===== src/rtl/tx_sched_pkg.sv =====
// rtl/tx_sched_pkg.sv - shared types and constants for the TX frame scheduler
// Contents:
//   HDR_WIDTH      width of the frame type header at the top of frame_out
//   frame_type_e   frame type header encoding (IDLE/DATA/CTRL)
//   sched_state_e  scheduler FSM states (INIT/RUN)
package tx_sched_pkg;

    localparam int HDR_WIDTH = 2;

    typedef enum logic [HDR_WIDTH-1:0] {
        FT_IDLE = 2'b00,
        FT_DATA = 2'b01,
        FT_CTRL = 2'b10
    } frame_type_e;

    typedef enum logic {
        ST_INIT = 1'b0,
        ST_RUN  = 1'b1
    } sched_state_e;

endpackage


===== src/rtl/tx_sched_arb.sv =====
// rtl/tx_sched_arb.sv - combinational slot arbiter with control-run starvation limit
// Ports:
//   i_ctrl_req  control frame requested
//   i_data_ok   data frame eligible (valid and not paused)
//   i_run_cnt   consecutive control frames sent while data was eligible
//   o_sel       frame type chosen for the current decision cycle
module tx_sched_arb
    import tx_sched_pkg::*;
#(
    parameter int MAX_CTRL_RUN = 3,
    parameter int RUN_W        = 2
) (
    input  logic             i_ctrl_req,
    input  logic             i_data_ok,
    input  logic [RUN_W-1:0] i_run_cnt,
    output frame_type_e      o_sel
);

    localparam logic [RUN_W-1:0] RUN_MAX = RUN_W'(MAX_CTRL_RUN);

    // Control wins until it has held data off for RUN_MAX frames in a row;
    // with no eligible data it always wins.
    always_comb begin
        o_sel = FT_IDLE;
        if (i_ctrl_req && ((i_run_cnt < RUN_MAX) || !i_data_ok)) begin
            o_sel = FT_CTRL;
        end else if (i_data_ok) begin
            o_sel = FT_DATA;
        end else if (i_ctrl_req) begin
            o_sel = FT_CTRL;
        end
    end

endmodule


===== src/rtl/tx_frame_sched.sv =====
// rtl/tx_frame_sched.sv - TX frame scheduler: picks an idle/data/control frame once per frame period
// Ports:
//   clk, rst               clock, synchronous active-high reset
//   s_axis_tdata/tvalid    data payload; s_axis_tready pulses in the accepting decision cycle
//   ctrl_payload/ctrl_req  control payload; ctrl_ack pulses in the accepting decision cycle
//   pause                  remote backpressure, blocks data frames only
//   clk_cnt                frame phase count to the width converter
//   frame_out              {type, payload}, updated only on the edge ending a decision cycle
//   link_up                high once the initial idle sequence has completed
module tx_frame_sched
    import tx_sched_pkg::*;
#(
    parameter int FRAME_WIDTH  = 256,
    parameter int CNT_WIDTH    = 2,
    parameter int INIT_FRAMES  = 16,
    parameter int MAX_CTRL_RUN = 3
) (
    input  logic                           clk,
    input  logic                           rst,
    input  logic [FRAME_WIDTH-HDR_WIDTH-1:0] s_axis_tdata,
    input  logic                           s_axis_tvalid,
    output logic                           s_axis_tready,
    input  logic [FRAME_WIDTH-HDR_WIDTH-1:0] ctrl_payload,
    input  logic                           ctrl_req,
    output logic                           ctrl_ack,
    input  logic                           pause,
    output logic [CNT_WIDTH-1:0]           clk_cnt,
    output logic [FRAME_WIDTH-1:0]         frame_out,
    output logic                           link_up
);

    localparam int PW     = FRAME_WIDTH - HDR_WIDTH;
    localparam int INIT_W = (INIT_FRAMES > 1) ? $clog2(INIT_FRAMES) : 1;
    localparam int RUN_W  = (MAX_CTRL_RUN > 0) ? $clog2(MAX_CTRL_RUN + 1) : 1;

    localparam logic [CNT_WIDTH-1:0] CNT_LAST  = '1;
    localparam logic [INIT_W-1:0]    INIT_LAST = INIT_W'(INIT_FRAMES - 1);
    localparam logic [RUN_W-1:0]     RUN_MAX   = RUN_W'(MAX_CTRL_RUN);

    sched_state_e         r_state;
    logic [CNT_WIDTH-1:0] r_clk_cnt;
    logic [INIT_W-1:0]    r_init_cnt;
    logic [RUN_W-1:0]     r_run_cnt;
    logic [FRAME_WIDTH-1:0] r_frame;

    sched_state_e         w_state_nxt;
    logic                 w_decision;
    logic                 w_data_ok;
    frame_type_e          w_sel;
    logic [PW-1:0]        w_payload;

    assign w_decision = (r_clk_cnt == CNT_LAST);
    assign w_data_ok  = s_axis_tvalid && !pause;
    assign clk_cnt    = r_clk_cnt;
    assign frame_out  = r_frame;

    tx_sched_arb #(
        .MAX_CTRL_RUN (MAX_CTRL_RUN),
        .RUN_W        (RUN_W)
    ) u_arb (
        .i_ctrl_req (ctrl_req),
        .i_data_ok  (w_data_ok),
        .i_run_cnt  (r_run_cnt),
        .o_sel      (w_sel)
    );

    // FSM: state register
    always_ff @(posedge clk) begin
        if (rst) begin
            r_state <= ST_INIT;
        end else begin
            r_state <= w_state_nxt;
        end
    end

    // FSM: next state; INIT ends on the decision cycle of the last idle frame
    always_comb begin
        w_state_nxt = r_state;
        if ((r_state == ST_INIT) && w_decision && (r_init_cnt == INIT_LAST)) begin
            w_state_nxt = ST_RUN;
        end
    end

    // FSM: outputs; handshakes are masked by rst so a reset landing on a
    // decision cycle leaves pending requests unacknowledged
    always_comb begin
        link_up       = (r_state == ST_RUN);
        s_axis_tready = 1'b0;
        ctrl_ack      = 1'b0;
        if ((r_state == ST_RUN) && w_decision && !rst) begin
            s_axis_tready = (w_sel == FT_DATA);
            ctrl_ack      = (w_sel == FT_CTRL);
        end
    end

    always_comb begin
        w_payload = '0;
        case (w_sel)
            FT_DATA: w_payload = s_axis_tdata;
            FT_CTRL: w_payload = ctrl_payload;
            default: w_payload = '0;
        endcase
    end

    // Phase counter, INIT frame counter, control run counter and frame register
    always_ff @(posedge clk) begin
        if (rst) begin
            r_clk_cnt  <= '0;
            r_init_cnt <= '0;
            r_run_cnt  <= '0;
            r_frame    <= '0;
        end else begin
            r_clk_cnt <= r_clk_cnt + 1'b1;
            if (w_decision) begin
                if (r_state == ST_INIT) begin
                    r_frame <= '0;
                    if (r_init_cnt != INIT_LAST) begin
                        r_init_cnt <= r_init_cnt + 1'b1;
                    end
                end else begin
                    r_frame <= {w_sel, w_payload};
                    if (w_sel == FT_CTRL) begin
                        // Control sent with no data waiting is not starving anyone
                        if (w_data_ok && (r_run_cnt != RUN_MAX)) begin
                            r_run_cnt <= r_run_cnt + 1'b1;
                        end
                    end else begin
                        r_run_cnt <= '0;
                    end
                end
            end
        end
    end

endmodule


===== config.mk =====
export PLATFORM = sky130hd
export DESIGN_NAME = tx_frame_sched
export DESIGN_NICKNAME = d
export VERILOG_FILES = /design/src/rtl/tx_sched_pkg.sv /design/src/rtl/tx_sched_arb.sv /design/src/rtl/tx_frame_sched.sv
export SDC_FILE = /design/constraint.sdc
export NUM_CORES = 1
export LEC_CHECK = 0
export CAP_MARGIN = 25
export CORE_AREA = 5 5 297 299
export CTS_BUF_LIST = sky130_fd_sc_hd__clkbuf_4 sky130_fd_sc_hd__clkbuf_8
export CTS_CLUSTER_DIAMETER = 150
export CTS_CLUSTER_SIZE = 28
export DETAILED_ROUTE_END_ITERATION = 6
export DIE_AREA = 0 0 302 304
export PLACE_DENSITY = 0.4
export REMOVE_ABC_BUFFERS = 1
export SETUP_SLACK_MARGIN = 0.3
export SKIP_LAST_GASP = 1
export SLEW_MARGIN = 30
export SYNTH_ARGS = -nofsm -noshare
export SYNTH_HDL_FRONTEND = slang
export SYNTH_HIERARCHICAL = 1
export SYNTH_SLANG_ARGS = --single-unit

===== constraint.sdc =====
create_clock -name clk -period 1.92 [get_ports clk]
set_clock_uncertainty 0.2 [all_clocks]
set_input_delay 0.288 -clock clk [delete_from_list [all_inputs] [get_ports clk]]
set_output_delay 0.288 -clock clk [all_outputs]
set_load 0.03 [all_outputs]

---- After elaboration in Yosys (flattened, before gate mapping) ----
Cells that the tools add are included.
storage, ports and cells
  register bits after elaboration ......... 265
  input port bits ......................... 513
  output and inout bits ................... 261
  logic and storage cells ................. 39
cells by class
  $add $sub $neg .......................... 3
  order comparisons ....................... 1
  equality and inequality tests ........... 7
  multiplexer cells ....................... 9
  bitwise logic cells ..................... 1
  reduce and logical (&&, ||, !) cells .... 13
operators with widths
  cell                 count
  $pmux 254 s2         1
  $mux 256             1
  $mux 2               5
  $logic_and 1x1->1    7
  $reduce_and 3->1     2
  $add 2x1->2 const B  2
  $add 4x1->4 const B  1
  $eq 2x2->1 const B   2
  $eq 4x4->1 const B   1
  $ne 4x4->1 const B   1
  $logic_not 1->1      3
  $eq 2x1->1 const B   1
  $lt 2x2->1 const B   1
  $mux 1               2
  $ne 2x1->1 const B   1
  $ne 2x2->1 const B   1
  $logic_or 1x1->1     1
  $not 1->1            1

---- Logic depth before layout (Yosys ltp) ----
Gate-level depths: netlist (run 1).
  depth after elaboration ................. 9
  depth in mapped cells ................... 10
  depth with buffers taken out ............ 7

---- By module ----
Netlist (run 1), hierarchy kept.
by module, submodules not included
  module          times used  cells each  area each (um^2)  seq. area each (um^2)
  tx_frame_sched  1           1471        12343.1           5305.1
  tx_sched_arb    1           4           21.3              0.0

---- Worst setup path before layout (run 1) ----
Ideal clock, no wire load.
  path kind ............................... input to output
  start point ............................. input s_axis_tvalid
  end point ............................... output ctrl_ack
  data arrival time ....................... 2.101 ns
  data required time ...................... 1.432 ns
  path slack .............................. -0.669 ns
  stages on the path ...................... 7
  path through ............................ nor2b_1 -> a31oi_1 -> ha_1 -> buf_2 -> buf_2 -> buf_2 -> nor3b_1
on the way
  cells in the longest elaborated chain, start to end .. 7
  elaborated cells between the ends (all ways) .. 8
  those cells by class .................... eq/ne: 1; mux: 3; reduce/logical: 4
RTL lines
  element              line                  text
  from (decl)          tx_frame_sched.sv:21  input logic s_axis_tvalid,
  $logic_and 1x1->1 *  tx_frame_sched.sv:53  assign w_data_ok = s_axis_tvalid && !pause;
  $logic_not 1->1      tx_sched_arb.sv:25    if (i_ctrl_req && ((i_run_cnt < RUN_MAX) || !i_data_ok)) begin
  $logic_or 1x1->1     tx_sched_arb.sv:25
  $logic_and 1x1->1    tx_sched_arb.sv:25
  $mux 2 *             tx_sched_arb.sv:25
  named net w_sel[1]   tx_frame_sched.sv:49  frame_type_e w_sel;
  $eq 2x2->1 *         tx_frame_sched.sv:92  ctrl_ack = (w_sel == FT_CTRL);
  $mux 1 *             tx_frame_sched.sv:90  if ((r_state == ST_RUN) && w_decision && !rst) begin
  to (decl)            tx_frame_sched.sv:25  output logic ctrl_ack,
The timed path passes the listed nets; every way through them passes the cells marked *.

---- Final worst setup path (run 1) ----
  start point ............................. register r_run_cnt[1]
  end point ............................... register r_frame[18] (netlist: frame_out[18])
on the way
  cells in the longest elaborated chain, start to end .. 7
  elaborated cells between the ends (all ways) .. 8
  those cells by class .................... order compare: 1; eq/ne: 2; mux: 3; reduce/logical: 2
RTL lines
  element                                          line                   text
  from (decl)                                      tx_frame_sched.sv:43   logic [RUN_W-1:0] r_run_cnt;
  from (signal assigned)                           tx_frame_sched.sv:125  r_run_cnt <= r_run_cnt + 1'b1;
  $lt 2x2->1 *                                     tx_sched_arb.sv:25
  $logic_or 1x1->1 *                               tx_sched_arb.sv:25
  $logic_and 1x1->1 *                              tx_sched_arb.sv:25
  $mux 2 *                                         tx_sched_arb.sv:25
  named net w_sel[0]                               tx_frame_sched.sv:49
  $eq 2x2->1 / $eq 2x1->1 (equally long branches)  tx_frame_sched.sv:98   case (w_sel)
  $pmux 254 s2 *                                   tx_frame_sched.sv:98
  $mux 256 *                                       tx_frame_sched.sv:115  if (r_state == ST_INIT) begin
  to (signal assigned)                             tx_frame_sched.sv:121  r_frame <= {w_sel, w_payload};
  to (decl)                                        tx_frame_sched.sv:44   logic [FRAME_WIDTH-1:0] r_frame;
Marked as above.
A chain may end at the register's enable or synchronous reset.

==> flow_summary_export.csv, run 1 <==
group,metric,value,unit
power,p_clk_frac,0.238,
drt,routed_wl,71230,um
clock_tree,path_clk_slew,0.19,ns
placed_design,dp_hpwl,49500,um
sta,max_slew.worst_pin.slew,0.8401,ns
power,ir_drop,0.0003580,V
drt,wl_per_cell,20.69,um
sta,slew_violations,0,
drt,antenna_left,0,
grt,use_met2,0.2656,
critical_path,end_kind,"flop",
sta,fmax,404.4,MHz
clock_tree,clockBufferDepth,3,
sta,fin_ws,-0.5528,ns
sta,finalCritPeriodShare,1.288,
critical_path,startpoint_type,"flop",
sta,whs,0.2155,ns
power,cellLeakagePower,0.01012,uW
synth,yosysMostFrequentCell,"dfxtp_1",
layout,areaGrowthSynthToFinish,104.8,%
placed_design,io_buffers,773,
floorplan,coreArea,84880,um^2
synth,synth_xor_area_frac,0,
power,power.switching,2880,uW
power,p_comb_frac,0.248,
clock_tree,cts_made_buffers,13,
grt,grt_overflow,0,
floorplan,start_util,0.1457,
grt,busiest_layer,"met2",
synth,synth_top_area_frac,0.4291,
grt,grt_pass1_wl,99530,um
layout,nNetsFinal,2817,
sta,min_period,2.473,ns
synth,synthAdderAreaFrac,0.006072,
synth,synth_ff_type,"dfxtp_1",
placed_design,gp_congestion,0.8251,
synth,synth_cell_types,29,
power,p_per_area,422.8,nW/um^2
critical_path,timing.critical_path.required,2.22,ns
synth,synth_top_area_cell,"dfxtp_1",
critical_path,arrival,2.77,ns
grt,antenna_found_initial,3,
synth,synth_top_family_by_area,"compound AO/OA/AOI/OAI gates",
drt,viasPerCell,4.049,
sta,rsz0062_at_grt,"yes",
outcome,status,"finished, violations left",
synth,synthSimpleGateAreaFrac,0.2168,
synth,synth_mux_area_frac,0.001619,
synth,syn_area,12360,um^2
drt,firstDrtPassIters,5,
drt,drcViolationCount,0,
grt,grt_pass1_vias,14544,
synth,ys_top_cells_by_count,"dfxtp_1 (265), a21oi_1 (260), nor2_1 (256)",
layout,fin_cells,3443,
placed_design,dp_cells,3339,
job,cap_violations,0,
clock_tree,clkSinkCount,265,
floorplan,rows,107,
power,seq_power_share,0.514,
floorplan,die_x,302,um
drt,drt_iter0_drc,591,
sta,relSlewSlack,0.4381,
critical_path,critPathMaxFanout,5,
drt,vias,13939,
grt,grt_use_total,0.1425,
clock_tree,cts_tree,"yes",
clock_tree,clk_latency,0.59,ns
outcome,violations,"negative setup slack",
synth,synth_compound_area_frac,0.2899,
synth,synth_area_leaders,"dfxtp_1 (43%), a22o_1 (18%), nor2b_1 (13%)",
layout,final_layout_size_suffix_gt1_frac,0.3233,
floorplan,dieHeight,304,um
layout,utilization,0.2983,
floorplan,die-area,91810,um^2
grt,grtUsageMet3,0.03275,
layout,final_area,25320,um^2
min_path,hp-class,"in2reg",
sta,finalSetupViolations,314,
power,internal-power,7826,uW
synth,synth_warnings,6,
grt,met1_usage,0.1634,
placed_design,dp_worst_setup_slack,-0.8384,ns
synth,ys_ff_latch,265,
placed_design,placed_area,21930,um^2
clock_tree,htree_levels,1,
grt,grt_max_degree,129,
power,p_sw_frac,0.2690,
critical_path,crit_type,"reg2reg",
synth,synth_edf_count,0,
synth,postSynthAreaPerCell,8.383,um^2
synth,synth_seq_area_share,0.4291,
clock_tree,root_buffer,"clkbuf_8",
synth,postSynthCellCount,1475,
sta,hold_viol_final,0,
synth,async_flop_share,0,
floorplan,ios,774,
==> power groups by stage <==
stage / Sequential [uW] / Clock, uW / Combinational, uW
final: 5500 / 2550 / 2650
after global routing: 5510 / 2950 / 2780
after CTS: 5500 / 2830 / 2540
after detailed placement: 5630 / 0 / 2120
after global placement: 5630 / 0 / 2120
after floorplan: 5640 / 0 / 578
==> timing repair <==
| action | in CTS | in global routing |
|---|---|---|
| hold endpoints to repair | 38 | 0 |
| buffers inserted | 41 | 3 |
| pin swaps | 47 | 67 |
| endpoints found under the setup margin | 521 | 525 |
| gates resized for setup | 1741 | 111 |
| hold buffers | 2 | 0 |
| gates cloned | 37 | 5 |
==> registers in the layout (all words and copies together) (netlist names) <==
signal,flops
frame_out,256
r_init_cnt,4
clk_cnt,2
r_run_cnt,2
link_up,1
==> routing by layer <==
layer | part of all wire | up-vias
li1 | - | 6798
met1 | 0.39 | 6627
met2 | 0.52 | 442
met3 | 0.062 | 68
met4 | 0.028 | 4
met5 | 0.00038 | -
==> stage by stage <==
step | total power (uW) | setup TNS [ns]
2_1_floorplan | 6214 | -2091.47
3_5_place_dp | 7749 | -199.08
4_1_cts | 10870 | -128.78
5_1_grt | 11240 | -156.14
3_3_place_gp | 7750 | -207.09
6_report | 10710 | -125.10
==> final timing paths <==
kind | from | endpoint | slack [ns] | depth (start not counted)
worst min-delay path | s_axis_tdata[65] | frame_out[65]$_SDFFE_PP0N_ | 0.22 | 4
worst max register to register | r_run_cnt[1]$_SDFFE_PP0P_ | frame_out[18]$_SDFFE_PP0N_ | -0.55 | 13
worst max-delay path | r_run_cnt[1]$_SDFFE_PP0P_ | frame_out[18]$_SDFFE_PP0N_ | -0.55 | 13
worst min register to register | r_init_cnt[3]$_SDFFE_PP0P_ | r_init_cnt[3]$_SDFFE_PP0P_ | 0.30 | 1
==> critical path: stages, from the launching register on <==
cell and delay (ns):
dfxtp_2 0.39, nand2_1 0.07, a21boi_2 0.14, inv_1 0.07, buf_4 0.14, ha_4 0.16, buf_4 0.16, buf_12 0.16
buf_12 0.15, buf_16 0.14, buf_12 0.14, a22o_1 0.25, a21oi_1 0.15, nor2_1 0.05
==> cell families after synthesis <==
| family | count (synthesis) |
|---|---|
| and+or+nand+nor | 531 |
| AOI/OAI and AO/OA | 522 |
| DFF | 265 |
| buffers and inverters | 149 |
| adders and majority gates | 6 |
| muxes | 2 |
==> cell type report <==
cell class | count | area (um^2)
fillers | 9037 | 59560
flip-flops and latches | 265 | 5568
repair buffers | 952 | 10980
inverters | 5 | 18.77
well taps | 1144 | 1431
clock inverters | 2 | 18.77
diodes | 1 | 2.502
clock buffers | 13 | 178.9
multi-input cells | 1061 | 7123
==> placed cells by master (no fill, tap or decap), types with 5 or more instances in the layout <==
master	Yosys	routed
a21oi_1	260	158
a21oi_2	0	100
a22o_1	254	221
a22o_4	0	33
buf_12	0	40
buf_16	0	36
buf_4	3	60
buf_6	11	215
buf_8	0	17
bufbuf_16	0	6
clkbuf_16	0	5
clkbuf_8	0	14
clkdlybuf4s50_1	0	568
dfxtp_1	265	63
dfxtp_2	0	198
inv_1	5	5
nor2_1	256	256
nor2b_1	254	254
Power figures use the tool's default switching activity.
==> run 2, diff against run 1 <==
Settings changed: SLEW_MARGIN 30 to 15.
==> results of run 2 <==
No change in the layout: final DEF, timing and power equal those of run 1.
